==> src/rtl/dmem_controller_pkg.sv <==
// rtl/dmem_controller_pkg.sv - shared types and helpers for the data-memory controller
package dmem_controller_pkg;

    localparam int RAM_BE_WIDTH = 4;

    // Memory operations, encoded as {isStore, func3} so load and store share func3 codes
    typedef enum logic [3:0] {
        LB  = 4'b0000,
        LH  = 4'b0001,
        LW  = 4'b0010,
        LBU = 4'b0100,
        LHU = 4'b0101,
        SB  = 4'b1000,
        SH  = 4'b1001,
        SW  = 4'b1010
    } mem_func3_t;

    typedef enum logic [1:0] {
        IDLE = 2'd0,
        WAIT = 2'd1,
        RESP = 2'd2
    } dmem_state_t;

    // True when func3 names a real load (isStore=0) or store (isStore=1)
    function automatic logic isLegalOp(input logic isStore, input logic [2:0] func3);
        logic legal;
        case ({isStore, func3})
            LB, LH, LW, LBU, LHU, SB, SH, SW: legal = 1'b1;
            default:                          legal = 1'b0;
        endcase
        return legal;
    endfunction

endpackage

==> src/rtl/dmem_load_align.sv <==
// rtl/dmem_load_align.sv - selects and extends the loaded byte/half/word
module dmem_load_align
    import dmem_controller_pkg::*;
#(
    parameter int DATA_WIDTH = 32
) (
    input  logic [DATA_WIDTH-1:0] ramRdata,
    input  logic [1:0]            offset,
    input  logic [2:0]            func3,
    output logic [DATA_WIDTH-1:0] loadData
);

    logic [7:0]  byteSel;
    logic [15:0] halfSel;

    // Pick the addressed lane, then sign- or zero-extend according to the load type
    always_comb begin
        byteSel  = ramRdata[{offset, 3'b000} +: 8];
        halfSel  = offset[1] ? ramRdata[31:16] : ramRdata[15:0];
        loadData = '0;
        case ({1'b0, func3})
            LB:      loadData = {{(DATA_WIDTH-8){byteSel[7]}}, byteSel};
            LBU:     loadData = {{(DATA_WIDTH-8){1'b0}}, byteSel};
            LH:      loadData = {{(DATA_WIDTH-16){halfSel[15]}}, halfSel};
            LHU:     loadData = {{(DATA_WIDTH-16){1'b0}}, halfSel};
            LW:      loadData = ramRdata;
            default: loadData = '0;
        endcase
    end

endmodule

==> src/rtl/dmem_controller.sv <==
// rtl/dmem_controller.sv - sequences Mem-stage loads/stores onto a single-port word RAM
module dmem_controller
    import dmem_controller_pkg::*;
#(
    parameter int DM_MEM_DEPTH = 4096,
    parameter int DATA_WIDTH   = 32,
    parameter int READ_LATENCY = 2,
    localparam int ADDR_W      = $clog2(DM_MEM_DEPTH)
) (
    input  logic                    clk,
    input  logic                    rstN,
    input  logic                    memRead,
    input  logic                    memWrite,
    input  logic [2:0]              func3,
    input  logic [DATA_WIDTH-1:0]   addr,
    input  logic [DATA_WIDTH-1:0]   wdata,
    output logic [DATA_WIDTH-1:0]   rdata,
    output logic                    ready,
    output logic                    errMisalign,
    output logic                    ramEn,
    output logic                    ramWe,
    output logic [RAM_BE_WIDTH-1:0] ramBe,
    output logic [ADDR_W-1:0]       ramAddr,
    output logic [DATA_WIDTH-1:0]   ramWdata,
    input  logic [DATA_WIDTH-1:0]   ramRdata
);

    dmem_state_t            state;
    dmem_state_t            nextState;
    logic [2:0]             waitCnt;
    logic [2:0]             func3Q;
    logic [1:0]             offsetQ;
    logic [DATA_WIDTH-1:0]  loadData;
    logic                   anyReq;
    logic                   aligned;
    logic                   inRange;
    logic                   legal;
    logic                   issue;
    logic                   reqErr;
    logic [RAM_BE_WIDTH-1:0] storeBe;
    logic [DATA_WIDTH-1:0]  storeData;

    dmem_load_align #(
        .DATA_WIDTH(DATA_WIDTH)
    ) uLoadAlign (
        .ramRdata(ramRdata),
        .offset  (offsetQ),
        .func3   (func3Q),
        .loadData(loadData)
    );

    // Classify the incoming request: alignment, range and opcode legality
    always_comb begin
        anyReq = memRead | memWrite;
        case (func3[1:0])
            2'b00:   aligned = 1'b1;
            2'b01:   aligned = ~addr[0];
            2'b10:   aligned = (addr[1:0] == 2'b00);
            default: aligned = 1'b0;
        endcase
        inRange = (addr >> 2) < DATA_WIDTH'(DM_MEM_DEPTH);
        legal   = (memRead ^ memWrite) && isLegalOp(memWrite, func3) && aligned && inRange;
        issue   = (state == IDLE) && legal;
        reqErr  = (state == IDLE) && anyReq && !legal;
    end

    // Store byte enables and lane-replicated write data
    always_comb begin
        storeBe   = '0;
        storeData = '0;
        case (func3[1:0])
            2'b00: begin
                storeBe   = 4'b0001 << addr[1:0];
                storeData = {4{wdata[7:0]}};
            end
            2'b01: begin
                storeBe   = addr[1] ? 4'b1100 : 4'b0011;
                storeData = {2{wdata[15:0]}};
            end
            2'b10: begin
                storeBe   = 4'b1111;
                storeData = wdata;
            end
            default: ;
        endcase
    end

    // Next-state and RAM strobes; RAM outputs are only non-zero in the issue cycle
    always_comb begin
        nextState = state;
        ramEn     = 1'b0;
        ramWe     = 1'b0;
        ramBe     = '0;
        ramAddr   = '0;
        ramWdata  = '0;
        case (state)
            IDLE: begin
                if (issue) begin
                    ramEn     = 1'b1;
                    ramWe     = memWrite;
                    ramAddr   = addr[2 +: ADDR_W];
                    ramBe     = memWrite ? storeBe : '1;
                    ramWdata  = memWrite ? storeData : '0;
                    nextState = memWrite ? RESP : WAIT;
                end else if (anyReq) begin
                    nextState = RESP;
                end
            end
            WAIT: begin
                if (waitCnt == 3'd0) begin
                    nextState = RESP;
                end
            end
            RESP:    nextState = IDLE;
            default: nextState = IDLE;
        endcase
        ready = (state == RESP) || ((state == IDLE) && !anyReq);
    end

    // State, latency counter, latched load info, result and error pulse
    always_ff @(posedge clk or negedge rstN) begin
        if (!rstN) begin
            state       <= IDLE;
            waitCnt     <= 3'd0;
            func3Q      <= 3'd0;
            offsetQ     <= 2'd0;
            rdata       <= '0;
            errMisalign <= 1'b0;
        end else begin
            state       <= nextState;
            errMisalign <= reqErr;
            if (issue) begin
                func3Q  <= func3;
                offsetQ <= addr[1:0];
                waitCnt <= 3'(READ_LATENCY - 1);
            end else if ((state == WAIT) && (waitCnt != 3'd0)) begin
                waitCnt <= waitCnt - 3'd1;
            end
            if (reqErr) begin
                rdata <= '0;
            end else if ((state == WAIT) && (waitCnt == 3'd0)) begin
                rdata <= loadData;
            end
        end
    end

endmodule

==> config.mk <==
export PLATFORM = sky130hd
export DESIGN_NAME = dmem_controller
export DESIGN_NICKNAME = d
export VERILOG_FILES = /design/src/rtl/dmem_controller_pkg.sv /design/src/rtl/dmem_load_align.sv /design/src/rtl/dmem_controller.sv
export SDC_FILE = /design/constraint.sdc
export NUM_CORES = 1
export LEC_CHECK = 0
export CAP_MARGIN = 20
export CORE_UTILIZATION = 42
export CTS_BUF_LIST = sky130_fd_sc_hd__clkbuf_2 sky130_fd_sc_hd__clkbuf_4 sky130_fd_sc_hd__clkbuf_8
export CTS_CLUSTER_SIZE = 30
export DETAILED_ROUTE_END_ITERATION = 8
export PLACE_DENSITY_LB_ADDON = 0.25
export SLEW_MARGIN = 20
export SYNTH_ARGS = -nofsm -noshare
export SYNTH_HDL_FRONTEND = slang
export SYNTH_SLANG_ARGS = --single-unit
==> constraint.sdc <==
create_clock -name clk -period 4.1 [get_ports clk]
set_input_delay 0.615 -clock clk [delete_from_list [all_inputs] [get_ports clk]]
set_output_delay 0.615 -clock clk [all_outputs]
set_load 0.01 [all_outputs]
==> results.sh, run 1 <==
export IMPL_fin_tns_setup_ns=0
export IMPL_initial_core_util_pct=43.7
export IMPL_portBuffers=186
export IMPL_die_x_um=89.1
export IMPL_startpoint_type="primary input"
export IMPL_die_area_mm2=0.00793
export IMPL_gp_congestion=0.885
export IMPL_nets=632
export IMPL_drc=0
export IMPL_drv_cap=0
export IMPL_fin_cells=626
export IMPL_clkLatencyLatePin_ns=0.30
export IMPL_syn_nets=465
export IMPL_post_route_util_pct=70.4
export IMPL_rows=31
export IMPL_htreeDepth=2
export IMPL_drt_wl_total_mm=10.4
export IMPL_powerDensity_mw_per_mm2=179
export IMPL_cts_tree="built"
export IMPL_cts_resized=0
export IMPL_ys_flop_type="dfrtp_1"
export IMPL_hpwl_mm=7.88
export IMPL_drive_above_1_share_pct=10.1
export IMPL_power_leakage_uw=0.00207
export IMPL_outcome="finished, final reports clean"
export IMPL_routed_via_density=5.51
export IMPL_max_freq_mhz=272
export IMPL_synth_cells=359
export IMPL_end_kind="primary output"
export IMPL_synth_area_mm2=0.00318
export IMPL_worst_pin_slew_ns=1.09
export IMPL_setup_viol=0
export IMPL_drt_iter0_markers=167
export IMPL_grt_overflow=0
export IMPL_hold_class="primary input to async pin"
export IMPL_cts_root_buffer="clkbuf_8"
export IMPL_hold_slack_ns=0.459
export IMPL_clockBufferDepth=2
export IMPL_area_growth_pct=61.2
export IMPL_grt_antenna_before_repair=0
export IMPL_clock_skew_ns=0.00755
export IMPL_synth_seq_area_share_pct=33.8
export IMPL_r2r_slack_ns=1.90
export IMPL_maxSlewViolCount=0
export IMPL_async_reset_ff_share_pct=100
export IMPL_synth_edf_count=0
export IMPL_boundaryPins=187
export IMPL_grt_max_degree=44
export IMPL_p_comb_share_pct=23.6
export IMPL_r2r_start="offsetQ[1]$_DFFE_PN0N_"
export IMPL_yosysUniqueCellTypes=47
export IMPL_peakVddDrop_uv=114
export IMPL_reg2regPathDepth=4
export IMPL_post_place_cells=618
export IMPL_cts_setup_buffers=0
export IMPL_avgSynthCellArea_um2=8.87
export IMPL_worstPathRequired_ns=3.48
export IMPL_yosysWarnings=0
export IMPL_die_h_um=89.1
export IMPL_arrival_ns=3.06
export IMPL_critPathMaxFanout=15
export IMPL_p_sw_uw=241
export IMPL_cts_hold_buf=0
export IMPL_core_area_mm2=0.00729
export IMPL_internal_power_uw=679
export IMPL_grt_pass1_wl_mm=15.7
export IMPL_wl_per_cell_um=16.6
export IMPL_relSlewSlack_pct=27.3
export IMPL_antenna_left=0
export IMPL_clkTransAtPathRegs_ns=0.08
export IMPL_cts_buffers=5
export IMPL_antenna_cells=0
export IMPL_rsz0062_at_grt="false"
export IMPL_r2r_end="rdata[30]$_DFFE_PN0P_"
export IMPL_grt_pass1_vias=3260
export IMPL_fin_crit_ns=3.67
export IMPL_fin_crit_sh_pct=89.6
export IMPL_grtUsageTotal_pct=25.9
export IMPL_yosys_register_bits=43
export IMPL_cts_num_sinks=43
export IMPL_path_class="primary input to primary output"
export IMPL_switching_share_pct=26.2
export IMPL_firstDrtPassIters=5
export IMPL_hold_violations=0
export IMPL_clkPwrFrac_pct=29.9
export IMPL_p_seq_share_pct=46.5
export IMPL_num_vias=3451
worst max-delay path: stages:
cell	delay [ns]
clkdlybuf4s50_1	0.48
inv_1	0.06
ha_1	0.26
nor4b_1	0.22
and4_4	0.31
nand4_2	0.11
inv_1	0.29
and2_1	0.18
clkdlybuf4s50_1	0.54
flip-flops by register name, indices dropped and copies added (netlist names):
| name | count |
|---|---|
| func3Q | 3 |
| rdata | 32 |
| errMisalign | 1 |
| offsetQ | 2 |
| waitCnt | 3 |
| state | 2 |
power by group through the flow:
stage / Sequential [uW] / Combinational (uW) / Clock, uW
CTS: 428 / 217 / 278
global placement: 436 / 213 / 0
floorplan: 436 / 84.9 / 0
finish: 428 / 217 / 275
detailed placement: 436 / 216 / 0
global route: 428 / 234 / 295
layout make-up:
class | instances | area (um^2)
clock buffers | 6 | 76.3
clock inverters | 2 | 12.5
fillers | 606 | 2160
inverters | 47 | 176
multi-input cells | 235 | 1750
flip-flops and latches | 43 | 1080
well taps | 99 | 124
repair buffers | 194 | 1920
cells in the mapped netlist, drive strengths merged (2+ instances only):
cell     count  area (um^2)
nor2b        4         25.0
nand4        2         18.8
nor2        26         97.6
mux2i        9         90.1
and3b        3         26.3
nand2b       3         18.8
nor4         4         25.0
a222oi       8         80.1
buf         17          123
a21oi       23          115
a211oi      16          120
and2        13         81.3
clkbuf      17         66.3
o21ai        7         35.0
inv         47          176
or2          9         56.3
a2bb2oi      8         70.1
nand2       21         78.8
ha           3         37.5
a221oi       8          101
and4         2         20.0
a21o         2         15.0
o32ai       32          280
dfrtp       43         1080
mux2        14          173
nor3         3         15.0
kinds of logic (layout without fill, tap and decap cells):
group,after synthesis,after routing,synth area share [%]
AOI/OAI and AO/OA,110,110,28.0
xor gates and xnor gates,2,2,0.550
adders and majority gates,3,3,1.18
buffers and inverters,81,249,11.5
DFF,43,43,33.8
muxes,24,24,8.96
and+or+nand+nor,96,96,16.1
routing by layer:
| layer | track usage (%) | part of all wire (%) | wire (um) |
|---|---|---|---|
| met1 | 30.9 | 39 | 4040 |
| met2 | 45.5 | 50 | 5160 |
| met4 | 8.37 | 1.8 | 189 |
| met5 | 0 | 0 | 0 |
| met3 | 6.93 | 9.7 | 1010 |
metrics by stage:
step	power (uW)	instance area, um^2	setup slack (ns)
after floorplan	521	3180	1.29
after global placement	649	5040	0.474
after detailed placement	652	5040	0.403
after CTS	923	5130	0.387
after global routing	956	5130	0.174
final	920	5130	0.428
worst max path at each step:
stage	start	endpoint	depth (start not counted)
after global placement	memWrite	ramAddr[0]	9
after floorplan	memWrite	ramWdata[10]	8
after detailed placement	memWrite	ramAddr[3]	9
after CTS	memWrite	ramAddr[3]	9
after global routing	memWrite	ramAddr[2]	9
final	memWrite	ramAddr[3]	9
placed cells by master, fill, tap and decap left out, types with 2 or more instances in the layout:
master,instances
nand2_1,21
inv_1,47
clkdlybuf4s50_1,185
or2_2,9
nor2_1,26
a21o_1,2
o32ai_1,32
and2_1,13
nand2b_1,3
nor3_1,3
buf_4,8
a221oi_1,3
mux2_2,10
a211oi_1,16
a2bb2oi_1,8
and3b_1,3
mux2i_1,9
nor4_1,4
o21ai_0,7
a21oi_1,23
clkbuf_8,5
nor2b_1,3
dfrtp_1,43
a222oi_1,8
a221oi_2,5
mux2_4,4
ha_1,3
No activity file was read; power rests on OpenSTA's default activity.
==> inputs of run 2 (changes only) <==
Settings changed: CORE_UTILIZATION 42 to 60, DONT_BUFFER_PORTS set to 1.
==> run 2 against run 1 <==
Against the previous run: design area down 37%; combinational power down 56%; first-iteration DRC count up 46%; routed wire length down 21%; critical path type unchanged.
==> results.sh, run 2 (same netlist as run 1, synthesis figures left out) <==
export IMPL_grt_pass1_wl_mm=12.0
export IMPL_cts_num_sinks=43
export IMPL_crit_path_max_incr_delay_ns=0.43
export IMPL_worstPathRequired_ns=3.48
export IMPL_cts_setup_buffers=0
export IMPL_place_ws_ns=1.02
export IMPL_routed_via_density=6.73
export IMPL_hold_class="primary input to async pin"
export IMPL_fin_tns_setup_ns=0
export IMPL_r2r_slack_ns=1.68
export IMPL_drive_above_1_share_pct=14.7
export IMPL_cts_hold_buf=2
export IMPL_critPathMaxFanout=15
export IMPL_mostFrequentLayoutCells="inv_1, dfrtp_1, o32ai_1, nor2_1, a21oi_1"
export IMPL_htreeDepth=2
export IMPL_die_area_mm2=0.00560
export IMPL_largest_reg_flops=32
export IMPL_finalWorstSetupSlack_ns=1.02
export IMPL_area_growth_pct=2.12
export IMPL_cts_root_buffer="clkbuf_8"
export IMPL_cpMostUsedCell="inv_1"
export IMPL_drv_cap=0
export IMPL_antenna_cells=0
export IMPL_post_place_cells=400
export IMPL_clock_skew_ns=0.0112
export IMPL_maxSlewViolCount=0
export IMPL_rsz0062_at_grt="false"
export IMPL_num_vias=2761
export IMPL_antenna_left=0
export IMPL_grt_antenna_before_repair=0
export IMPL_worst_pin_slew_ns=1.05
export IMPL_hold_slack_ns=0.139
export IMPL_hold_violations=0
export IMPL_cts_tree="built"
export IMPL_path_class="primary input to primary output"
export IMPL_crit_chain="inv_1, ha_1, nor4b_1, and4_4, nand4_2, inv_1, and2_1"
export IMPL_die_x_um=74.9
export IMPL_relSlewSlack_pct=29.6
export IMPL_grt_pass1_vias=2435
export IMPL_die_h_um=74.9
export IMPL_cts_buffers=5
export IMPL_boundaryPins=187
export IMPL_gp_congestion=0.796
export IMPL_powerDensity_mw_per_mm2=247
export IMPL_core_area_mm2=0.00511
export IMPL_nets=445
export IMPL_cp_top_family="simple AND/OR/NAND/NOR gates"
export IMPL_grtUsageTotal_pct=28.2
export IMPL_grt_max_degree=36
export IMPL_wl_per_cell_um=20.2
export IMPL_power_uw=804
export IMPL_hpwl_mm=5.98
export IMPL_max_freq_mhz=325
export IMPL_end_kind="primary output"
export IMPL_drc=0
export IMPL_arrival_ns=2.46
export IMPL_startpoint_type="primary input"
export IMPL_initial_core_util_pct=62.3
export IMPL_fin_crit_sh_pct=75.1
export IMPL_crit_slowest_cell="inv_1"
export IMPL_crit_buf_inv=2
export IMPL_drt_iter0_markers=243
export IMPL_r2r_end="rdata[30]$_DFFE_PN0P_"
export IMPL_setup_viol=0
export IMPL_r2r_start="offsetQ[1]$_DFFE_PN0N_"
export IMPL_cts_resized=0
export IMPL_clockBufferDepth=2
export IMPL_outcome="finished, final reports clean"
export IMPL_firstDrtPassIters=5
export IMPL_drt_wl_total_mm=8.26
export IMPL_reg2regPathDepth=4
export IMPL_clkTransAtPathRegs_ns=0.09
export IMPL_fin_crit_ns=3.08
export IMPL_rows=26
export IMPL_largestRegisters="rdata x32, func3Q x3, waitCnt x3"
export IMPL_peakVddDrop_uv=130
export IMPL_portBuffers=0
export IMPL_power_leakage_uw=0.00138
export IMPL_grt_overflow=0
export IMPL_top_register="rdata"
export IMPL_fin_cells=410
export IMPL_clkLatencyLatePin_ns=0.30
export IMPL_mostFrequentLayoutCell="inv_1"
## run 2: cell types whose count changed in the layout (fill, tap and decap cells not counted)
cell / change
buf_12: +1
buf_2: -1
buf_4: -3
clkbuf_4: -1
clkdlybuf4s50_1: -185
clkinv_2: -1
clkinvlp_4: +1
dlygate4sd3_1: +1
inv_6: +1
## run 2: where the power goes
group	internal (uW)	leakage, uW	switching [uW]
registers	426	0.000597	2.44
logic	41.1	0.000739	54.0
clock network	122	0.0000408	158
total	589	0.00138	215
## run 2: worst max-delay path by stage
stage	start	endpoint	slack (ns)	cells after the start
2_1_floorplan	memWrite	ramWdata[10]	1.29	8
3_3_place_gp	memWrite	ramAddr[0]	1.09	7
3_5_place_dp	memWrite	ramAddr[11]	1.02	7
4_1_cts	memWrite	ramAddr[11]	1.00	7
5_1_grt	memWrite	ramAddr[0]	0.84	7
6_report	memWrite	ramAddr[2]	1.02	7
## run 2: per-layer routing
| layer | share of wire (%) | routed length, um | global-route usage [%] |
|---|---|---|---|
| met5 | 0 | 0 | 0 |
| met4 | 2.5 | 206 | 12.6 |
| met3 | 9.8 | 812 | 8.84 |
| met2 | 49 | 4060 | 46.6 |
| met1 | 39 | 3190 | 33.7 |
## run 2: per-stage QoR
stage | util, % | instance area, um^2
after global routing | 63.7 | 3250
after CTS | 63.7 | 3250
after floorplan | - | 3180
after detailed placement | 61.3 | 3130
after global placement | 61.3 | 3130
final | 63.7 | 3250
## run 2: final cells by class
cell class | instances | area [um^2]
well taps | 70 | 87.6
clock buffers | 5 | 68.8
inverters | 47 | 176
fillers | 441 | 1860
multi-input cells | 235 | 1750
clock inverters | 3 | 23.8
flip-flops and latches | 43 | 1080
repair buffers | 7 | 67.6
## run 2: worst register-to-register path, stage by stage, from the launching register on
cell      delay, ns
dfrtp_1        0.75
mux2_2         0.41
a32o_1         0.47
a211oi_1       0.50
o32ai_1        0.14
==> inputs of run 3 (changes only) <==
Clock period 4.1 ns to 2.8 ns, I/O delays scaled along.
==> run 3 against run 2 <==
Against the previous run: hold slack improved by 0.083 ns; clock skew shrank 0.0036 ns; count of clock-buffer cells in the layout is the same; largest power group unchanged; die area unchanged; critical endpoint is now ramAddr[10]; sequential power is 46% higher; highest routed layer unchanged; register-to-register slack got worse by 0.81 ns; critical path depth unchanged; via count is 5.4% higher; first-iteration DRC count shrank 8.2%; routed wire length rose by 7.1%; design area up 9.4%.
==> results.sh, run 3 (same netlist as run 1, synthesis figures left out) <==
export IMPL_clkLatencyLatePin_ns=0.30
export IMPL_fin_crit_ns=2.48
export IMPL_worstHoldEndpoint="state[0]$_DFFE_PN0P_"
export IMPL_crit_path_max_incr_delay_ns=0.32
export IMPL_end_kind="primary output"
export IMPL_core_area_mm2=0.00511
export IMPL_fin_crit_sh_pct=88.6
export IMPL_hold_class="primary input to flip-flop"
export IMPL_outcome="finished, final reports clean"
export IMPL_rsz0062_at_grt="false"
export IMPL_relSlewSlack_pct=57.1
export IMPL_peakVddDrop_uv=242
export IMPL_mostFrequentLayoutCells="inv_1, dfrtp_1, buf_4, o32ai_1, nor2_1"
export IMPL_nets=483
export IMPL_boundaryPins=187
export IMPL_cts_buffers=5
export IMPL_num_vias=2909
export IMPL_maxSlewViolCount=0
export IMPL_crit_chain="inv_1, ha_1, nor4b_1, and4_4, nand4_2, inv_1, and2_1"
export IMPL_drt_wl_total_mm=8.85
export IMPL_initial_core_util_pct=62.3
export IMPL_clock_skew_ns=0.00760
export IMPL_setup_viol=0
export IMPL_power_leakage_uw=0.00160
export IMPL_cts_hold_buf=2
export IMPL_cp_top_family="simple AND/OR/NAND/NOR gates"
export IMPL_cts_num_sinks=43
export IMPL_powerDensity_mw_per_mm2=355
export IMPL_cpMostUsedCell="inv_1"
export IMPL_worstPathRequired_ns=2.38
export IMPL_cts_root_buffer="clkbuf_8"
export IMPL_hpwl_mm=6.46
export IMPL_worst_path_stages=7
export IMPL_r2r_start="offsetQ[0]$_DFFE_PN0N_"
export IMPL_wl_per_cell_um=19.8
export IMPL_portBuffers=0
export IMPL_hold_depth=1
export IMPL_grt_antenna_before_repair=0
export IMPL_firstDrtPassIters=5
export IMPL_antenna_left=0
export IMPL_reg2regPathDepth=4
export IMPL_die_h_um=74.9
export IMPL_grt_max_degree=44
export IMPL_drt_iter0_markers=223
export IMPL_antenna_cells=0
export IMPL_grt_overflow=0
export IMPL_arrival_ns=2.06
export IMPL_cts_tree="built"
export IMPL_top_register="rdata"
export IMPL_cts_setup_buffers=0
export IMPL_startpoint_type="primary input"
export IMPL_cts_resized=0
export IMPL_die_x_um=74.9
export IMPL_die_area_mm2=0.00560
export IMPL_grtUsageTotal_pct=30.1
export IMPL_drive_above_1_share_pct=23.3
export IMPL_hold_start="memWrite"
export IMPL_mostFrequentLayoutCell="inv_1"
export IMPL_r2r_slack_ns=0.87
export IMPL_clockBufferDepth=2
export IMPL_largest_reg_flops=32
export IMPL_drv_cap=0
export IMPL_power_uw=1260
export IMPL_grt_pass1_vias=2677
export IMPL_gp_congestion=0.818
export IMPL_max_freq_mhz=403
export IMPL_drc=0
export IMPL_fin_tns_setup_ns=0
export IMPL_rows=26
export IMPL_crit_buf_inv=2
export IMPL_htreeDepth=2
export IMPL_path_class="primary input to primary output"
export IMPL_r2r_end="rdata[30]$_DFFE_PN0P_"
export IMPL_critPathMaxFanout=15
export IMPL_largestRegisters="rdata x32, func3Q x3, waitCnt x3"
export IMPL_routed_via_density=6.49
export IMPL_area_growth_pct=11.7
export IMPL_grt_pass1_wl_mm=12.7
export IMPL_worst_pin_slew_ns=0.644
export IMPL_nFillCells=432
export IMPL_clkTransAtPathRegs_ns=0.08
export IMPL_crit_slowest_cell="and4_4"
export IMPL_hold_violations=0
run 3: worst max-delay path by stage:
stage | start | to | slack (ns)
after floorplan | memWrite | ramWdata[10] | 0.38
after global placement | memWrite | ramAddr[0] | 0.45
after detailed placement | memWrite | ramAddr[10] | 0.30
after CTS | memWrite | ramAddr[10] | 0.30
after global routing | memWrite | ramAddr[7] | 0.13
final | memWrite | ramAddr[10] | 0.32
run 3: routing by layer:
metal	share of wire [%]	wire length [um]	GRT usage, %
met1	39	3410	34.3
met2	51	4470	54.3
met3	8.5	754	7.76
met4	2.4	216	10.7
met5	0	0	0
run 3: through the flow:
| stage | utilization [%] | setup slack [ns] | hold slack [ns] | cell area [um^2] | cells |
|---|---|---|---|---|---|
| after floorplan | - | 0.384 | 0.124 | 3180 | 359 |
| after global placement | 66.9 | 0.452 | 0.125 | 3410 | 438 |
| after detailed placement | 66.9 | 0.304 | 0.125 | 3410 | 438 |
| after CTS | 69.6 | 0.301 | 0.217 | 3560 | 448 |
| after global routing | 69.6 | 0.128 | 0.249 | 3560 | 448 |
| final | 69.6 | 0.320 | 0.222 | 3560 | 448 |
run 3: layout make-up:
cell class	count	area, um^2	share of cell area (%)
Tap cell	70	87.6	2.46
Clock inverter	3	43.8	1.23
Sequential cell	43	1080	30.2
Multi-Input combinational cell	235	1750	49.2
Inverter	47	176	4.96
Timing Repair Buffer	45	353	9.92
Clock buffer	5	68.8	1.93
run 3: power breakdown:
part           switching [uW]  internal (uW)
sequential               3.66            624
combinational            80.1           61.9
clock                     226            266
